## config.mk

```make
export PLATFORM = sky130hd
export DESIGN_NAME = bit16_uart_tx_flat
export DESIGN_NICKNAME = d
export VERILOG_FILES = /design/src/rtl/bit16_uart_tx_if.sv /design/src/rtl/bit16_uart_tx.sv /design/src/flat_wrapper.sv
export SDC_FILE = /design/constraint.sdc
export NUM_CORES = 1
export LEC_CHECK = 0
export CORE_ASPECT_RATIO = 0.5
export CORE_MARGIN = 5
export CORE_UTILIZATION = 40
export CTS_BUF_LIST = sky130_fd_sc_hd__clkbuf_2
export CTS_CLUSTER_DIAMETER = 60
export DETAILED_ROUTE_END_ITERATION = 12
export SYNTH_ARGS = -nofsm -noshare
export SYNTH_HDL_FRONTEND = slang
export SYNTH_SLANG_ARGS = --single-unit
```

## constraint.sdc

```tcl
create_clock -name clk -period 3.5 [get_ports clk]
set_input_delay 0.525 -clock clk [delete_from_list [all_inputs] [get_ports clk]]
set_output_delay 0.525 -clock clk [all_outputs]
set_load 0.1 [all_outputs]
```

## src/rtl/bit16_uart_tx_if.sv

```systemverilog
// ---------------------------------------------------------------------------
// bit16_uart_tx_if
// Word-level handshake between the data path and the 16-bit UART transmitter.
//   baud_sel     : baud select, latched together with the word
//   bit16_in     : 16-bit word to transmit (high byte goes out first)
//   bit16_in_vld : word valid (master -> slave)
//   bit16_in_rdy : transmitter ready to accept a word (slave -> master)
// ---------------------------------------------------------------------------
interface bit16_uart_tx_if;
    logic [2:0]  baud_sel;
    logic [15:0] bit16_in;
    logic        bit16_in_vld;
    logic        bit16_in_rdy;

    modport master (
        output baud_sel,
        output bit16_in,
        output bit16_in_vld,
        input  bit16_in_rdy
    );

    modport slave (
        input  baud_sel,
        input  bit16_in,
        input  bit16_in_vld,
        output bit16_in_rdy
    );
endinterface

```

## src/rtl/bit16_uart_tx.sv

```systemverilog
// ---------------------------------------------------------------------------
// bit16_uart_tx
// Serialises 16-bit words onto a UART line as two back-to-back 8N1 frames,
// high byte first. Transmit counterpart of the uart_rx + bit82bit16 chain and
// shares its baud divider set and baud_sel encoding.
// Ports:
//   clk     : wr_clk, 50 MHz
//   rst_n   : asynchronous active-low reset
//   bus     : word handshake (baud_sel, bit16_in, bit16_in_vld, bit16_in_rdy)
//   uart_tx : serial line, idle high, driven straight from a flop
//   tx_busy : high from the cycle after acceptance until the low stop bit ends
// ---------------------------------------------------------------------------
module bit16_uart_tx #(
    parameter int unsigned BAUD_9600   = 32'd5208,
    parameter int unsigned BAUD_19200  = 32'd2604,
    parameter int unsigned BAUD_38400  = 32'd1302,
    parameter int unsigned BAUD_57600  = 32'd868,
    parameter int unsigned BAUD_115200 = 32'd434
) (
    input  logic                  clk,
    input  logic                  rst_n,
    bit16_uart_tx_if.slave        bus,
    output logic                  uart_tx,
    output logic                  tx_busy
);

    typedef enum logic [1:0] {
        ST_IDLE  = 2'd0,
        ST_START = 2'd1,
        ST_DATA  = 2'd2,
        ST_STOP  = 2'd3
    } state_t;

    // Clocks-per-bit lookup; codes 5..7 alias to the fastest rate.
    function automatic logic [12:0] baud_div(input logic [2:0] sel);
        logic [12:0] div;
        case (sel)
            3'd0:    div = 13'(BAUD_9600);
            3'd1:    div = 13'(BAUD_19200);
            3'd2:    div = 13'(BAUD_38400);
            3'd3:    div = 13'(BAUD_57600);
            default: div = 13'(BAUD_115200);
        endcase
        return div;
    endfunction

    state_t      state_q,    state_d;
    logic [12:0] cnt_q,      cnt_d;       // clock count within the current bit
    logic [2:0]  bit_idx_q,  bit_idx_d;   // data bit index within a byte
    logic [7:0]  shift_q,    shift_d;     // byte on the line, bit 0 is next out
    logic [7:0]  low_q,      low_d;       // low byte parked until the high frame ends
    logic [12:0] div_q,      div_d;       // clocks per bit latched at acceptance
    logic        hi_phase_q, hi_phase_d;  // 1 while the high byte frame is on the line
    logic        tx_q,       tx_d;
    logic        busy_q,     busy_d;
    logic        rdy_q,      rdy_d;
    logic        bit_end_s;

    assign uart_tx          = tx_q;
    assign tx_busy          = busy_q;
    assign bus.bit16_in_rdy = rdy_q;

    // Next-state and next-output computation for the framing state machine.
    always_comb begin
        state_d    = state_q;
        cnt_d      = cnt_q;
        bit_idx_d  = bit_idx_q;
        shift_d    = shift_q;
        low_d      = low_q;
        div_d      = div_q;
        hi_phase_d = hi_phase_q;
        tx_d       = tx_q;
        busy_d     = busy_q;
        rdy_d      = rdy_q;
        bit_end_s  = (cnt_q == (div_q - 13'd1));

        case (state_q)
            ST_IDLE: begin
                cnt_d     = 13'd0;
                bit_idx_d = 3'd0;
                // rdy_q gates acceptance, so nothing is taken in the first
                // cycle after reset release.
                if (rdy_q && bus.bit16_in_vld) begin
                    state_d    = ST_START;
                    shift_d    = bus.bit16_in[15:8];
                    low_d      = bus.bit16_in[7:0];
                    div_d      = baud_div(bus.baud_sel);
                    hi_phase_d = 1'b1;
                    tx_d       = 1'b0;
                    busy_d     = 1'b1;
                    rdy_d      = 1'b0;
                end else begin
                    tx_d   = 1'b1;
                    busy_d = 1'b0;
                    rdy_d  = 1'b1;
                end
            end
            ST_START: begin
                if (bit_end_s) begin
                    cnt_d     = 13'd0;
                    bit_idx_d = 3'd0;
                    state_d   = ST_DATA;
                    tx_d      = shift_q[0];
                end else begin
                    cnt_d = cnt_q + 13'd1;
                end
            end
            ST_DATA: begin
                if (bit_end_s) begin
                    cnt_d = 13'd0;
                    if (bit_idx_q == 3'd7) begin
                        state_d = ST_STOP;
                        tx_d    = 1'b1;
                    end else begin
                        bit_idx_d = bit_idx_q + 3'd1;
                        shift_d   = {1'b0, shift_q[7:1]};
                        tx_d      = shift_q[1];
                    end
                end else begin
                    cnt_d = cnt_q + 13'd1;
                end
            end
            ST_STOP: begin
                if (bit_end_s) begin
                    cnt_d = 13'd0;
                    if (hi_phase_q) begin
                        // Low byte follows immediately with no idle gap.
                        state_d    = ST_START;
                        shift_d    = low_q;
                        hi_phase_d = 1'b0;
                        tx_d       = 1'b0;
                    end else begin
                        state_d = ST_IDLE;
                        tx_d    = 1'b1;
                        busy_d  = 1'b0;
                        rdy_d   = 1'b1;
                    end
                end else begin
                    cnt_d = cnt_q + 13'd1;
                end
            end
            default: begin
                state_d = ST_IDLE;
                cnt_d   = 13'd0;
                tx_d    = 1'b1;
                busy_d  = 1'b0;
                rdy_d   = 1'b0;
            end
        endcase
    end

    // State and output registers; reset drives the line high at once.
    always_ff @(posedge clk or negedge rst_n) begin
        if (!rst_n) begin
            state_q    <= ST_IDLE;
            cnt_q      <= 13'd0;
            bit_idx_q  <= 3'd0;
            shift_q    <= 8'd0;
            low_q      <= 8'd0;
            div_q      <= 13'd0;
            hi_phase_q <= 1'b0;
            tx_q       <= 1'b1;
            busy_q     <= 1'b0;
            rdy_q      <= 1'b0;
        end else begin
            state_q    <= state_d;
            cnt_q      <= cnt_d;
            bit_idx_q  <= bit_idx_d;
            shift_q    <= shift_d;
            low_q      <= low_d;
            div_q      <= div_d;
            hi_phase_q <= hi_phase_d;
            tx_q       <= tx_d;
            busy_q     <= busy_d;
            rdy_q      <= rdy_d;
        end
    end

endmodule

```

## src/flat_wrapper.sv

```systemverilog
// flat-port wrapper written by rule: the top's interface ports become plain ports
module bit16_uart_tx_flat 
#(
    parameter int unsigned BAUD_9600   = 32'd5208,
    parameter int unsigned BAUD_19200  = 32'd2604,
    parameter int unsigned BAUD_38400  = 32'd1302,
    parameter int unsigned BAUD_57600  = 32'd868,
    parameter int unsigned BAUD_115200 = 32'd434
)
  (clk, rst_n, uart_tx, tx_busy, bus_baud_sel, bus_bit16_in, bus_bit16_in_vld, bus_bit16_in_rdy);
  bit16_uart_tx_if bus_i ();
  input  logic clk;
  input  logic rst_n;
  output logic uart_tx;
  output logic tx_busy;
  input wire logic [$bits(bus_i.baud_sel)-1:0] bus_baud_sel;
  input wire logic [$bits(bus_i.bit16_in)-1:0] bus_bit16_in;
  input wire logic [$bits(bus_i.bit16_in_vld)-1:0] bus_bit16_in_vld;
  output wire logic [$bits(bus_i.bit16_in_rdy)-1:0] bus_bit16_in_rdy;
  assign bus_i.baud_sel = bus_baud_sel;
  assign bus_i.bit16_in = bus_bit16_in;
  assign bus_i.bit16_in_vld = bus_bit16_in_vld;
  assign bus_bit16_in_rdy = bus_i.bit16_in_rdy;
  bit16_uart_tx #(.BAUD_9600(BAUD_9600), .BAUD_19200(BAUD_19200), .BAUD_38400(BAUD_38400), .BAUD_57600(BAUD_57600), .BAUD_115200(BAUD_115200)) u_core (.clk(clk), .rst_n(rst_n), .bus(bus_i), .uart_tx(uart_tx), .tx_busy(tx_busy));
endmodule
```

* After elaboration in Yosys (flattened, before gate mapping)
Cells that the tools add are included.
Storage, ports and cells: register bits after elaboration 51, input port bits 22, output and inout port bits 3, logic and storage cells 80
Cells by class: $add $sub $neg 3, equality and inequality tests 16, muxes and demuxes 37, reduce and logical (&&, ||, !) cells 14
Operators with widths (count):
- $pmux W13 S4 | 1
- $mux W8 | 5
- $pmux W13 S2 | 1
- $pmux W8 S3 | 1
- $mux W1 | 14
- $add A13 B1 Y13 const B | 1
- $eq A13 B13 Y1 | 1
- $mux W13 | 1
- $sub A13 B1 Y13 const B | 1
- $ne A2 B1 Y1 const B | 6
- $mux W2 | 5
- $mux W3 | 3
- $pmux W3 S3 | 1
- $reduce_and A3 Y1 | 3
- $pmux W2 S4 | 1
- $eq A3 B2 Y1 const B | 2
- $pmux W1 S2 | 3
- $reduce_and A6 Y1 | 1
- $reduce_bool A3 Y1 | 2
- $reduce_and A5 Y1 | 1
- $eq A2 B2 Y1 const B | 2
- $ne A2 B2 Y1 const B | 2
- $pmux W1 S4 | 1
- $reduce_and A4 Y1 | 1
- 10 further kinds | 10

* Longest topological paths before layout
Gate-level depths: netlist (run 1).
word-level depth 4, mapped depth 11, depth with buffers taken out 9

* Worst setup path before layout (run 1)
No wires, ideal clock.
path kind register -> register, start reg u_core.div_q[1], end reg u_core.bit_idx_q[1], setup time 0.124 ns, arrival 2.700 ns, data required time 3.376 ns, slack 0.676 ns, stages on the path, launching flop included 11, path buffers 1, period minus slack after synthesis 2.824 ns, cell sequence dfrtp_1 inv_1 ha_1 nor2b_1 a21oi_1 nand4b_1 or4_4 or3_1 buf_6 o31a_1 a211o_1
Between the ends: cells in the longest elaborated chain, start to end 4, elaborated cells on any way between the ends 5, those cells by class add/sub (1); eq/ne (3); reduce/logical (1)
RTL lines:
- start, declared | RTL line bit16_uart_tx.sv:52 | logic [12:0] div_q, div_d;
- start signal, assigned | RTL line bit16_uart_tx.sv:171 | div_q <= div_d;
- $sub A13 B1 Y13 (*) | RTL line bit16_uart_tx.sv:75 | bit_end_s = (cnt_q == (div_q - 13'd1));
- $eq A13 B13 Y1 (*) | RTL line bit16_uart_tx.sv:75
- $ne A2 B1 Y1 (no source line)
- $reduce_and A4 Y1 (no source line) (*)
- end signal, assigned | RTL line bit16_uart_tx.sv:168 | bit_idx_q <= bit_idx_d;
- end, declared | RTL line bit16_uart_tx.sv:49 | logic [2:0] bit_idx_q, bit_idx_d;
Every way passes the cells marked *; elsewhere a longest branch is shown, timed or not. A chain may end at the register's enable or synchronous reset.

* Worst setup path in the final report (run 1)
start reg u_core.div_q[1], end reg u_core.bit_idx_q[2]
The elaborated chain is that of the path after synthesis.

==> results.md, run 1 <==
- At the worst endpoint, the required time is 3.88 ns.
- The site row count is 21.
- After detailed routing, the average wire length per cell comes to about 15 um.
- After routing the design area is 0.00323 mm2.
- The clock latency reported for the late side of the worst-skew pair is 0.45 ns.
- The remaining max-slew budget at the tightest pin is 35.3%.
- The critical path is of the reg -> reg type.
- The clock root buffer is sky130_fd_sc_hd__clkbuf_2.
- Setup repair after global routing left no endpoint under its margin.
- The post-layout minimum cycle time is ~3.2 ns.
- In this run the cell area of the synthesized design comes to ~0.0028 mm2.
- The TritonCTS clock tree is done.
- The arrival time of data at the critical path endpoint is 3.53 ns.
- The worst register-to-register path begins at u_core.div_q[1]$_DFFE_PN0P_.
- The synthesized design contains 50 register bits.
- STA classifies the critical path startpoint as a flip-flop.
- The initial utilization of the core area, before any placement, comes to 41.8%.
- Of all flip-flops after synthesis, the portion carrying an async set or reset was 100%.
- The maximum number of pins on one net before global-route repair is 33.
- The deepest clock path buffer count is 2.
- After clock tree synthesis, the clock-pin slew on the worst setup and hold paths is 0.25 ns.
- The post-cts hold buffer count is 0.
- The critical path ends at u_core.bit_idx_q[2]$_DFFE_PN0P_.
- The net count of the finished layout is 352.
- Summing internal, switching and leakage power gives between 2 and 3 mW.
- After detailed placement, the total cell area comes to around 0.0032 mm2.
- Power spread over the standard cell area amounts to 811 mW/mm2.
- The final-report max-slew violation count is 0.
- The tool flagged a number of max-cap violations equal to 0.
- The final weighted congestion of routability-driven global placement is 0.860.
- Counting every sink on the clock net gives 50.
- The unique cell type count in the Yosys netlist is 50.
- The first global-routing pass estimated 11300 um of wire.
- The reported leakage power is 1.49 nW.
- The number of nets produced by synthesis is roughly 330.
- The number of buffers added by the clock tree synthesis step is 5.
- Cells fill 47.6% of the core in the end.
- The total number of vias is 2285.
- The half-perimeter wire length after placement is 4660 um.
- The first-pass iteration count of the detailed router is 4.
- The number of cells on the worst reg-to-reg path is 10.
- The number of remaining DRC errors is 0.
- The iteration-0 DRC count of the detailed router is 84.
- Compared with the post-synthesis result, the final layout area differs by 13.9%.
- The share of final-layout standard cells stronger than drive strength 1 is 6.85%.
- The initial antenna violation count is 0.
- The average instance area after synthesis is 9.54 um2.
- The cell count after synthesis is roughly 300.
- For this block, the routed nets add up to 6320 um of wire.
- STA classifies the critical path endpoint as a flip-flop.
- The yosys synthesis warning count is 0.
- The global-route total usage across every layer is 15.4%.
- The die span in x is 129 um.
- The tightest min-delay check is of the in -> async type.
- The final sum of negative setup slack is 0 ns.
- The number of top-level pins is 25.
- The count of buffers added on input and output ports is 24.
- The flow ran to the end, and the final reports show no timing, DRC or antenna violations.
- Using the TritonRoute via totals, the vias-per-cell ratio works out to 5.53.
- The vertical die dimension is 69.5 um.
- The die covers about 0.0090 mm2.
- The core box area is 0.00678 mm2.
- The top flip-flop cell by instance count after synthesis is sky130_fd_sc_hd__dfrtp_1.
- The flop-to-flop setup slack is 0.34 ns.
- The critical path starts at u_core.div_q[1]$_DFFE_PN0P_.
- The count of antenna diodes in the layout is 0.
- For the pin with the worst max-slew slack, the measured transition is 0.967 ns.
- The sequential-to-total area share from yosys stat is 44.2%.
- Timing would allow up to 317 MHz.
- The clock skew is 0.00788 ns.
- The number of enable flip-flop cells after synthesis is 0.
- Across the VDD grid, the largest voltage drop is around 0.48 mV.
- The final-report setup violation count is 0.
- The critical-path maximum fanout is 14.
- In this run the remaining antenna-violating nets after routing total 0.
- The share of the clock period used by the worst path after layout is 90.1%.
- The number of hold violations in the final report is 0.
- The endpoint identified for the worst register-to-register timing path is u_core.bit_idx_q[2]$_DFFE_PN0P_.
- The H-tree was split into 2 levels.
- The number of global-route vias before repair is 2390.
- The total global routing overflow is 0.
registers in the layout, indices dropped and copies added, names as in the netlist:
| signal | flops |
|---|---|
| u_core.cnt_q | 13 |
| u_core.div_q | 12 |
| u_core.low_q | 8 |
| u_core.shift_q | 8 |
| u_core.bit_idx_q | 3 |
| u_core.state_q | 2 |
| u_core.bus.bit16_in_rdy | 1 |
| u_core.hi_phase_q | 1 |
| u_core.tx_busy | 1 |
| u_core.uart_tx | 1 |
power by group:
group	internal (mW)	leakage, nW	switching, mW
sequential	0.781	0.618	0.208
combinational	0.550	0.832	0.767
clock	0.118	0.0427	0.192
total	1.45	1.49	1.17
synthesized netlist by cell type, types with 6 or more instances:
| cell | n | area, um2 |
|---|---|---|
| sky130_fd_sc_hd__ha_1 | 10 | 125 |
| sky130_fd_sc_hd__xor2_1 | 15 | 131 |
| sky130_fd_sc_hd__a21oi_1 | 8 | 40.0 |
| sky130_fd_sc_hd__o21ai_0 | 11 | 55.1 |
| sky130_fd_sc_hd__xnor2_1 | 9 | 78.8 |
| sky130_fd_sc_hd__clkbuf_1 | 6 | 22.5 |
| sky130_fd_sc_hd__and3_1 | 7 | 43.8 |
| sky130_fd_sc_hd__a2bb2oi_1 | 8 | 70.1 |
| sky130_fd_sc_hd__nor3_1 | 9 | 45.0 |
| sky130_fd_sc_hd__mux2i_1 | 9 | 90.1 |
| sky130_fd_sc_hd__nor2_1 | 22 | 82.6 |
| sky130_fd_sc_hd__nand3_1 | 10 | 50.1 |
| sky130_fd_sc_hd__a221oi_1 | 7 | 61.3 |
| sky130_fd_sc_hd__nand2_1 | 48 | 180 |
| sky130_fd_sc_hd__inv_1 | 7 | 26.3 |
| sky130_fd_sc_hd__dfrtp_1 | 49 | 1230 |
worst min-delay path by stage:
| stage | start | endpoint | slack [ns] |
|---|---|---|---|
| after detailed placement | u_core.low_q[6]$_DFFE_PN0P_ | u_core.low_q[6]$_DFFE_PN0P_ | 0.47 |
| after CTS | rst_n | u_core.low_q[2]$_DFFE_PN0P_ | 0.06 |
| after global routing | rst_n | u_core.shift_q[2]$_DFFE_PN0P_ | 0.09 |
| final | rst_n | u_core.low_q[5]$_DFFE_PN0P_ | 0.07 |
| after floorplan | rst_n | u_core.bit_idx_q[0]$_DFFE_PN0P_ | 0.23 |
| after global placement | u_core.tx_busy$_DFFE_PN0P_ | u_core.tx_busy$_DFFE_PN0P_ | 0.46 |
critical path, stage by stage (launching register included):
cell,delay [ns]
sky130_fd_sc_hd__dfrtp_1,0.50
sky130_fd_sc_hd__inv_1,0.10
sky130_fd_sc_hd__ha_1,0.24
sky130_fd_sc_hd__nor2b_1,0.25
sky130_fd_sc_hd__a21oi_1,0.09
sky130_fd_sc_hd__nand4b_1,0.18
sky130_fd_sc_hd__or4_4,0.57
sky130_fd_sc_hd__or3_1,0.44
sky130_fd_sc_hd__buf_4,0.24
sky130_fd_sc_hd__o211a_1,0.21
sky130_fd_sc_hd__a211o_1,0.26
area by class of cell:
class                      instances  area, um2
multi-input combinational        229       1510
inverter                           7       26.3
clock buffer                       5       25.0
tap                               92        115
sequential                        50       1250
fill                             663       3550
clock inverter                     3       40.0
timing repair buffer              27        258
layer usage:
metal | routed length [um] | global-route usage [%]
met1 | 3030 | 20.7
met5 | 0 | 0
met3 | 226 | 3.23
met2 | 2980 | 24.9
met4 | 79 | 4.66
per-stage QoR:
step | worst slack [ns] | hold WS (ns) | cells
6_report | 0.345 | 0.0734 | 413
5_1_grt | 0.125 | 0.0901 | 413
4_1_cts | 0.281 | 0.0616 | 413
3_5_place_dp | 0.311 | 0.467 | 405
3_3_place_gp | 0.482 | 0.463 | 405
2_1_floorplan | 0.676 | 0.229 | 297
cell families (layout without fill, tap and decap cells):
kind of cell,Yosys count,in the layout,synth area share (%)
buffers and inverters,18,42,2.74
XOR/XNOR,24,24,7.42
adder cells (fa/ha/maj),10,10,4.42
multiplexers,11,11,3.98
AND/OR/NAND/NOR,124,124,21.3
AO/OA/AOI/OAI,60,60,15.9
flip-flops,50,50,44.2
layout by cell type (no fill, tap or decap), types with 3 or more instances in the layout:
| cell | Yosys | routed |
|---|---|---|
| sky130_fd_sc_hd__clkbuf_2 | 0 | 5 |
| sky130_fd_sc_hd__a211o_1 | 4 | 4 |
| sky130_fd_sc_hd__or3_1 | 4 | 4 |
| sky130_fd_sc_hd__a21oi_1 | 8 | 8 |
| sky130_fd_sc_hd__nor2b_1 | 4 | 4 |
| sky130_fd_sc_hd__o41ai_1 | 3 | 3 |
| sky130_fd_sc_hd__and3_1 | 7 | 7 |
| sky130_fd_sc_hd__xnor2_1 | 9 | 9 |
| sky130_fd_sc_hd__a221oi_1 | 7 | 7 |
| sky130_fd_sc_hd__nand3_1 | 10 | 10 |
| sky130_fd_sc_hd__buf_4 | 0 | 3 |
| sky130_fd_sc_hd__nand2b_1 | 4 | 4 |
| sky130_fd_sc_hd__nor3_1 | 9 | 9 |
| sky130_fd_sc_hd__mux2i_1 | 9 | 9 |
| sky130_fd_sc_hd__inv_1 | 7 | 7 |
| sky130_fd_sc_hd__a2bb2oi_1 | 8 | 8 |
| sky130_fd_sc_hd__clkdlybuf4s50_1 | 0 | 23 |
| sky130_fd_sc_hd__o21ai_0 | 11 | 11 |
| sky130_fd_sc_hd__nand2_1 | 48 | 48 |
| sky130_fd_sc_hd__nor2_1 | 22 | 22 |
| sky130_fd_sc_hd__dfrtp_1 | 49 | 49 |
| sky130_fd_sc_hd__o211a_1 | 3 | 3 |
| sky130_fd_sc_hd__ha_1 | 10 | 10 |
| sky130_fd_sc_hd__xor2_1 | 15 | 15 |
what timing repair did:
action,4_1_cts,5_1_grt
gates resized for setup,0,1
setup buffers,0,0
setup endpoints to repair,0,1
No activity file was read; power rests on OpenSTA's default activity.
==> inputs of run 2 (changes only) <==
- SLEW_MARGIN: default -> 0
==> results of run 2 <==
No change in the layout: final DEF, timing and power equal those of run 1.
